==> src/rtl/rs_age_select.sv <==
// rs_age_select: oldest-first reservation station for a single external ALU.
// Holds DEPTH entries that wait for operands and snoops N_CDB result broadcast
// channels. The oldest ready entry is offered over a valid/ready handshake.
// An age matrix keeps allocation order independent of the entry index.
//
// Ports:
//   clk, rst (sync, active-low), rdy (global enable), flush (ROB clear)
//   in_*        Decoder allocation request and payload
//   cdb_*       N_CDB broadcast channels, channel c in slice c
//   disp_*      selected entry toward the ALU, disp_ready accepts it
//   rs_full     no free entry; occupancy is the valid entry count
//
// Optional build macro: RS_ISSUE_BYPASS_EN
//   When defined, an accepted instruction whose operands are ready (after
//   same-cycle CDB capture) is presented on disp_* in the same cycle if no
//   stored entry is ready. When undefined there is no in_* to disp_* path.
module rs_age_select #(
    parameter int unsigned DEPTH = 8,
    parameter int unsigned ROB_W = 4,
    parameter int unsigned N_CDB = 2
) (
    input  logic                   clk,
    input  logic                   rst,
    input  logic                   rdy,
    input  logic                   flush,
    output logic                   rs_full,
    input  logic                   in_valid,
    input  logic [2:0]             in_op,
    input  logic [6:0]             in_type,
    input  logic                   in_op_other,
    input  logic [31:0]            in_pc,
    input  logic [31:0]            in_v1,
    input  logic [31:0]            in_v2,
    input  logic                   in_dep1,
    input  logic                   in_dep2,
    input  logic [ROB_W-1:0]       in_tag1,
    input  logic [ROB_W-1:0]       in_tag2,
    input  logic [ROB_W-1:0]       in_rob_id,
    input  logic [N_CDB-1:0]       cdb_valid,
    input  logic [N_CDB*ROB_W-1:0] cdb_rob_id,
    input  logic [N_CDB*32-1:0]    cdb_value,
    output logic                   disp_valid,
    input  logic                   disp_ready,
    output logic [2:0]             disp_op,
    output logic [6:0]             disp_type,
    output logic                   disp_op_other,
    output logic [31:0]            disp_pc,
    output logic [31:0]            disp_v1,
    output logic [31:0]            disp_v2,
    output logic [ROB_W-1:0]       disp_rob_id,
    output logic [$clog2(DEPTH):0] occupancy
);

    localparam int unsigned IDX_W = $clog2(DEPTH);
    localparam int unsigned OCC_W = IDX_W + 1;

    typedef struct packed {
        logic             valid;
        logic [2:0]       op;
        logic [6:0]       typ;
        logic             op_other;
        logic [31:0]      pc;
        logic [31:0]      v1;
        logic [31:0]      v2;
        logic             dep1;
        logic             dep2;
        logic [ROB_W-1:0] tag1;
        logic [ROB_W-1:0] tag2;
        logic [ROB_W-1:0] rob_id;
    } entry_t;

    // Returns {hit, value}; scanning downward lets the lowest channel win.
    function automatic logic [32:0] cdb_lookup(
        input logic [ROB_W-1:0]       tag,
        input logic [N_CDB-1:0]       vld,
        input logic [N_CDB*ROB_W-1:0] ids,
        input logic [N_CDB*32-1:0]    vals
    );
        logic [32:0] res;
        res = '0;
        for (int c = N_CDB - 1; c >= 0; c--) begin
            if (vld[c] && (ids[c*ROB_W +: ROB_W] == tag)) begin
                res = {1'b1, vals[c*32 +: 32]};
            end
        end
        return res;
    endfunction

    // older_q[i][j] set means entry i was allocated before entry j.
    entry_t             ent_q   [DEPTH];
    entry_t             ent_d   [DEPTH];
    logic [DEPTH-1:0]   older_q [DEPTH];
    logic [DEPTH-1:0]   older_d [DEPTH];
    logic [OCC_W-1:0]   occ_q;
    logic [OCC_W-1:0]   occ_d;

    logic [DEPTH-1:0]   wk_hit1;
    logic [DEPTH-1:0]   wk_hit2;
    logic [31:0]        wk_val1 [DEPTH];
    logic [31:0]        wk_val2 [DEPTH];
    logic [DEPTH-1:0]   ready_vec;
    logic [DEPTH-1:0]   sel_oh;
    logic               any_ready;
    entry_t             sel_ent;
    entry_t             in_ent;
    entry_t             out_ent;
    logic [IDX_W-1:0]   free_idx;
    logic               q_fire;
    logic               alloc_c;

    // Wakeup lookup for every stored operand.
    always_comb begin
        for (int i = 0; i < DEPTH; i++) begin
            {wk_hit1[i], wk_val1[i]} = cdb_lookup(ent_q[i].tag1, cdb_valid, cdb_rob_id, cdb_value);
            {wk_hit2[i], wk_val2[i]} = cdb_lookup(ent_q[i].tag2, cdb_valid, cdb_rob_id, cdb_value);
        end
    end

    // Incoming entry with same-cycle broadcast capture applied.
    always_comb begin
        logic [32:0] c1;
        logic [32:0] c2;
        c1              = cdb_lookup(in_tag1, cdb_valid, cdb_rob_id, cdb_value);
        c2              = cdb_lookup(in_tag2, cdb_valid, cdb_rob_id, cdb_value);
        in_ent          = '0;
        in_ent.valid    = 1'b1;
        in_ent.op       = in_op;
        in_ent.typ      = in_type;
        in_ent.op_other = in_op_other;
        in_ent.pc       = in_pc;
        in_ent.tag1     = in_tag1;
        in_ent.tag2     = in_tag2;
        in_ent.rob_id   = in_rob_id;
        in_ent.dep1     = in_dep1 && !c1[32];
        in_ent.dep2     = in_dep2 && !c2[32];
        in_ent.v1       = (in_dep1 && c1[32]) ? c1[31:0] : in_v1;
        in_ent.v2       = (in_dep2 && c2[32]) ? c2[31:0] : in_v2;
    end

    // Oldest ready entry: ready and no other ready entry is older.
    always_comb begin
        ready_vec = '0;
        sel_oh    = '0;
        sel_ent   = '0;
        for (int i = 0; i < DEPTH; i++) begin
            ready_vec[i] = ent_q[i].valid && !ent_q[i].dep1 && !ent_q[i].dep2;
        end
        for (int i = 0; i < DEPTH; i++) begin
            sel_oh[i] = ready_vec[i];
            for (int j = 0; j < DEPTH; j++) begin
                if ((j != i) && ready_vec[j] && older_q[j][i]) begin
                    sel_oh[i] = 1'b0;
                end
            end
        end
        for (int i = 0; i < DEPTH; i++) begin
            if (sel_oh[i]) begin
                sel_ent = entry_t'(sel_ent | ent_q[i]);
            end
        end
        any_ready = |ready_vec;
    end

    // Lowest-index free slot; only consumed when not full.
    always_comb begin
        free_idx = '0;
        for (int i = DEPTH - 1; i >= 0; i--) begin
            if (!ent_q[i].valid) begin
                free_idx = IDX_W'(i);
            end
        end
    end

    assign rs_full   = (occ_q == OCC_W'(DEPTH));
    assign occupancy = occ_q;
    assign q_fire    = rdy && any_ready && disp_ready;

`ifdef RS_ISSUE_BYPASS_EN
    logic byp_c;
    assign byp_c      = rst && rdy && !flush && in_valid && !rs_full &&
                        !in_ent.dep1 && !in_ent.dep2 && !any_ready;
    assign out_ent    = byp_c ? in_ent : sel_ent;
    assign disp_valid = (rdy && any_ready) || byp_c;
    // A bypassed instruction that is taken never occupies a slot.
    assign alloc_c    = rdy && !flush && in_valid && !rs_full && !(byp_c && disp_ready);
`else
    assign out_ent    = sel_ent;
    assign disp_valid = rdy && any_ready;
    assign alloc_c    = rdy && !flush && in_valid && !rs_full;
`endif

    assign disp_op       = out_ent.op;
    assign disp_type     = out_ent.typ;
    assign disp_op_other = out_ent.op_other;
    assign disp_pc       = out_ent.pc;
    assign disp_v1       = out_ent.v1;
    assign disp_v2       = out_ent.v2;
    assign disp_rob_id   = out_ent.rob_id;

    // Next state: flush beats hold, hold beats wakeup/free/allocate.
    always_comb begin
        for (int i = 0; i < DEPTH; i++) begin
            ent_d[i]   = ent_q[i];
            older_d[i] = older_q[i];
        end
        occ_d = occ_q;
        if (flush) begin
            for (int i = 0; i < DEPTH; i++) begin
                ent_d[i].valid = 1'b0;
            end
            occ_d = '0;
        end else if (rdy) begin
            for (int i = 0; i < DEPTH; i++) begin
                if (ent_q[i].valid && ent_q[i].dep1 && wk_hit1[i]) begin
                    ent_d[i].v1   = wk_val1[i];
                    ent_d[i].dep1 = 1'b0;
                end
                if (ent_q[i].valid && ent_q[i].dep2 && wk_hit2[i]) begin
                    ent_d[i].v2   = wk_val2[i];
                    ent_d[i].dep2 = 1'b0;
                end
                if (q_fire && sel_oh[i]) begin
                    ent_d[i].valid = 1'b0;
                end
            end
            // New entry is younger than everything else present.
            if (alloc_c) begin
                ent_d[free_idx]   = in_ent;
                older_d[free_idx] = '0;
                for (int j = 0; j < DEPTH; j++) begin
                    if (j != int'(free_idx)) begin
                        older_d[j][free_idx] = 1'b1;
                    end
                end
            end
            occ_d = occ_q + OCC_W'(alloc_c) - OCC_W'(q_fire);
        end
    end

    // State registers with synchronous active-low reset.
    always_ff @(posedge clk) begin
        if (!rst) begin
            for (int i = 0; i < DEPTH; i++) begin
                ent_q[i]   <= '0;
                older_q[i] <= '0;
            end
            occ_q <= '0;
        end else begin
            for (int i = 0; i < DEPTH; i++) begin
                ent_q[i]   <= ent_d[i];
                older_q[i] <= older_d[i];
            end
            occ_q <= occ_d;
        end
    end

endmodule

==> config.mk <==
export PLATFORM = sky130hd
export DESIGN_NAME = rs_age_select
export DESIGN_NICKNAME = d
export VERILOG_FILES = /design/src/rtl/rs_age_select.sv
export SDC_FILE = /design/constraint.sdc
export NUM_CORES = 2
export LEC_CHECK = 0
export ABC_CLOCK_PERIOD_IN_PS = 6340
export CORE_MARGIN = 2
export CORE_UTILIZATION = 38
export CTS_BUF_LIST = sky130_fd_sc_hd__clkbuf_8
export DETAILED_ROUTE_END_ITERATION = 10
export GPL_ROUTABILITY_DRIVEN = 0
export PLACE_DENSITY = 0.65
export SLEW_MARGIN = 20
export SYNTH_ARGS = -nofsm -noshare
export SYNTH_HDL_FRONTEND = slang
export SYNTH_SLANG_ARGS = --single-unit
export TNS_END_PERCENT = 1
==> constraint.sdc <==
create_clock -name clk -period 6.34 [get_ports clk]
set_input_delay 1.268 -clock clk [delete_from_list [all_inputs] [get_ports clk]]
set_output_delay 1.268 -clock clk [all_outputs]
set_load 0.005 [all_outputs]
* Word level (Yosys, flattened, before mapping)
Memory sizes are Yosys's and may differ from the RTL's. Index checks and enable logic that the tools add are counted.
Word-level totals: bits in registers 4, RAM bits 1040, input bits 201, output and inout port bits 117, logic and storage cells 554, memories 2
Memory list:
- ent_q | words 8, bits a word 122, read ports 8, clocked after Yosys merged registers in 0, wr ports 8, RTL line 90 | entry_t ent_q [DEPTH];
- older_q | words 8, bits a word 8, read ports 8, clocked after Yosys merged registers in 0, wr ports 8, RTL line 92 | logic [DEPTH-1:0] older_q [DEPTH];
Operators by class: add/subtract/negate cells 2, $lt $le $gt $ge 4, equality and inequality tests 44, muxes and demuxes 284, bitwise operators 35, reductions and logical operators 182
Operators by type and width (number):
- 2-to-1 mux 976 bit | 2
- 2-to-1 mux 121 bit | 16
- 2-to-1 mux 32 bit | 50
- 2-to-1 mux 33 bit | 36
- 2-to-1 mux 122 bit | 9
- bitwise mux 976 bit | 1
- bitwise OR 121 bit | 7
- demux 122 bit (select 3 bit) | 1
- 2-to-1 mux 64 bit | 3
- logical AND 1 bit | 159
- == test 4 bit | 36
- 2-to-1 mux 1 bit | 139
- 2-to-1 mux 8 bit | 17
- AND 64 bit | 1
- inverter 64 bit | 1
- bitwise OR 8 bit | 8
- demux 8 bit (select 3 bit) | 1
- 2-to-1 mux 3 bit | 8
- logical NOT 1 bit | 20
- bitwise OR 1 bit | 16
- != test 3 bit, first input constant | 4
- OR reduction 8 bit | 1
- != test 2 x 3 -> 1 bit, first input constant | 2
- adder 4 x 1 -> 4 bit | 1
- 12 further kinds | 12

* Depth between registers and ports, before layout
An unclocked memory read counts as a cell.
depth in word-level cells 27, gate-level depth with buffers 14, depth with buffers taken out 13

* Worst setup path after synthesis
OpenSTA, ideal clock, no wires.
kind input-to-reg, start input port rdy, end register occ_q[2], in the netlist occupancy[2], data arrival time 3.179 ns, required time 6.212 ns, setup slack 3.033 ns, stages on the path 12, cell sequence buf_4 -> a21boi_1 -> nand2_1 -> inv_1 -> ha_1 -> inv_1 -> ha_1 -> inv_1 -> fa_1 -> xnor2_1 -> mux2i_1 -> nor2_1
RTL lines:
- start, declared | RTL line 24 | input logic rdy,
- logical AND 1 bit
- named net disp_valid | RTL line 42 | output logic disp_valid,
- logical AND 1 bit | RTL line 176 | assign q_fire = rdy && any_ready && disp_ready;
- subtractor 4 x 1 -> 4 bit | RTL line 236 | occ_d = occ_q + OCC_W'(alloc_c) - OCC_W'(q_fire);
- end signal, assigned | RTL line 247 | occ_q <= '0;
- end signal, assigned | RTL line 253 | occ_q <= occ_d;
- end, declared | RTL line 94 | logic [OCC_W-1:0] occ_q;
The timed path passes the listed nets, and every way through them passes these cells. A chain may end at the register's enable or synchronous reset.

==> flow_summary.toml <==
[sta]
finalHoldViolCount = 0
fmax_mhz = 161.2
fin_tns_setup_ns = 0
drv_slew = 0
slew_headroom = 0.1388
max_slew.worst_pin.slew_ns = 1.292
period_needed_ns = 6.204
final-setup-viol-count = 0
period_share = 0.9786
worst_slack_ns = 0.1355
rsz0062_at_grt = "no"
clock_skew_ns = 0.05364

[critical_path]
critPathArrivalTime_ns = 4.94
cp_max_fo = 52
reg2reg_setup_slack_ns = 2.53
rr_startpoint = "occupancy[2]"
r2r-end = "ent_q[1][311]"
critPathKind = "register to output port"
startpoint_type = "register"
end_kind = "output port"
crit_path_start = "ent_q[0][365]"
critPathTopFamily = "simple AND/OR/NAND/NOR gates"
worst_path_max_delay_cell = "and4_4"
cp_data_required_time_ns = 5.07
crit_cells = 8
reg2reg_depth = 9
cp_num_buf_inv = 2
cp_cell_sequence = "nor3b_4, a21boi_1, and4_4, buf_4, a22o_1, a221oi_1, nand3_1, clkdlybuf4s50_1"
cp-endpoint = "disp_v1[10]"
max_stage_delay_ns = 0.92

[pwr]
ir_worst_vdd_mv = 0.1909
p_comb_frac = 0.095
p_switching_uw = 4064
internal-power_uw = 10460
switching_share = 0.2798
powerDensity_mw_per_mm2 = 223.8
power_uw = 14530
leakagePower_uw = 0.02177
power_frac_seq = 0.451
p_clk_frac = 0.453

[routing]
drt-total-wl_um = 263000
wl_met3_um = 36590
vias = 59190
vias_per_cell = 6.591
drt_iter0_drc = 8390
route.detailed.drc = 0
wl_met2_um = 110900
wl_per_cell_um = 29.29
dr.pass1.iters = 9
wl_met1_um = 97760
dr.max_layer_used = "met5"
detail-route-antenna-nets = 0

[global_route]
grt_pass1_wl_um = 378500
antenna_found_initial = 18
grt_max_degree = 225
grt_use_total = 0.3270
overflow = 0
grt_pass1_vias = 56120

[place]
numPortBuffers = 317
pre_cts_slack_ns = 1.248
dpl.hpwl_um = 150300

[final_layout]
nNetsFinal = 7019
drive_gt1_frac = 0.1136
area_growth_pct = 13.31
fillers = 14750

[floorplan]
die_h_um = 392.2
num_rows = 142
fp.dieW_um = 392.2
initial_utilization = 0.3824
io_pins = 318
dieArea_mm2 = 0.1538
core_area_mm2 = 0.1498

[synth]
synth.distinct_cells = 101
ys_ff_latch = 1036
syn-num-nets = 7170
synthArstFlopShare = 0
synth_most_common_cell = "nand2_1"
ys_warn_count = 0
syn_inst = 6963
synth_largest_area_cell = "dfxtp_1"
syn_avg_cell_area_um2 = 8.226
synth.area.top_cells = "dfxtp_1, nand2_1, a21oi_1, a22oi_1, mux2i_1"
yosysTopAreaCellShare = 0.3621
synth-edff-count = 0
syn_area_mm2 = 0.05728
yosys_most_used_dff = "dfxtp_1"
yosysSeqAreaShare = 0.3621
yosys-top-cells-count = "nand2_1, dfxtp_1, a21oi_1, clkbuf_1, a22oi_1"

[cts]
cts-buffers-inserted = 176
postCtsHoldBufs = 0
post_cts_resized = 0
worstSkewPairLatency_ns = 0.96
htreeDepth = 4
cts_tree = "done"
clkTransAtPathRegs_ns = 0.06
root_buffer = "clkbuf_8"
clkSinkCount = 1036
clockBufferDepth = 3
postCtsSetupRepairBufs = 0

[outcome]
status = "finished clean"

[hold_path]
min_path_type = "register to register"

[job]
cap_violations = 0
metrics by stage:
step / cells / hold WS, ns / area (um2) / util
floorplan: 6963 / 0.4228 / 57280 / -
global placement: 8650 / 0.4328 / 61080 / 0.4078
detailed placement: 8650 / 0.4392 / 61080 / 0.4078
CTS: 8968 / 0.4479 / 64870 / 0.4331
global route: 8970 / 0.4644 / 64880 / 0.4332
finish: 8979 / 0.4514 / 64900 / 0.4333
how the worst min path moves through the flow:
stage	startpoint	to	slack (ns)	cells past startpoint
2_1_floorplan	older_q[1][19]	older_q[1][19]	0.42	2
3_3_place_gp	ent_q[1][305]	ent_q[1][305]	0.43	1
3_5_place_dp	older_q[1][19]	older_q[1][19]	0.44	2
4_1_cts	older_q[1][19]	older_q[1][19]	0.45	2
5_1_grt	register	register	0.46	2
6_report	ent_q[0][28]	ent_q[0][28]	0.45	2
worst reg2reg max path: stages, from the launching register on:
cell	delay (ns)
dfxtp_1	0.34
inv_1	0.09
ha_1	0.14
or3b_1	0.62
and3_1	0.40
a31oi_4	0.66
buf_4	0.49
a21o_1	0.17
buf_4	0.61
a21o_1	0.24
per-layer routing:
metal / vias up / GRT usage
met5: - / 0.001914
met4: 16 / 0.1893
met3: 1254 / 0.1070
met2: 4642 / 0.4900
met1: 28150 / 0.4091
li1: 25120 / -
layout make-up:
cell class | instances | area (um2) | share of cell area
Antenna cell | 11 | 27.53 | 0.0004241
Clock inverter | 86 | 595.6 | 0.009177
Clock buffer | 232 | 3193 | 0.04920
Sequential cell | 1036 | 20740 | 0.3196
Timing Repair Buffer | 500 | 4797 | 0.07392
Tap cell | 2016 | 2522 | 0.03887
Multi-Input combinational cell | 5018 | 32720 | 0.5041
Inverter | 80 | 307.8 | 0.004743
power by group through the flow:
stage	clock [uW]	sequential, uW	combinational [uW]
6_report	6580	6560	1390
5_1_grt	6890	6560	1410
4_1_cts	6610	6560	1320
3_5_place_dp	0	6700	1310
3_3_place_gp	0	6700	1300
2_1_floorplan	0	6690	818
cells by family (layout without fill, tap and decap cells):
| kind of cell | count (synthesis) | after routing | share of synthesized area |
|---|---|---|---|
| DFF | 1036 | 1036 | 0.3621 |
| AOI/OAI and AO/OA | 2345 | 2345 | 0.3130 |
| other | 0 | 11 | 0 |
| muxes | 330 | 330 | 0.05990 |
| buffers and inverters | 909 | 898 | 0.07268 |
| xor gates and xnor gates | 146 | 146 | 0.02246 |
| adders and majority gates | 6 | 6 | 0.001442 |
| and+or+nand+nor | 2191 | 2191 | 0.1685 |
cell usage in the layout, fill, tap and decap left out, types with 150 or more instances in the layout:
| master | netlist | final |
|---|---|---|
| buf_4 | 83 | 163 |
| dfxtp_1 | 1036 | 1036 |
| o221ai_1 | 150 | 150 |
| clkdlybuf4s50_1 | 0 | 312 |
| nand3_1 | 213 | 208 |
| clkbuf_8 | 0 | 232 |
| nor2_1 | 375 | 366 |
| a22oi_1 | 403 | 403 |
| mux2i_1 | 228 | 228 |
| a21oi_1 | 634 | 633 |
| nand2_1 | 1255 | 1249 |
Note: power is estimated with default switching activity, not from simulation.
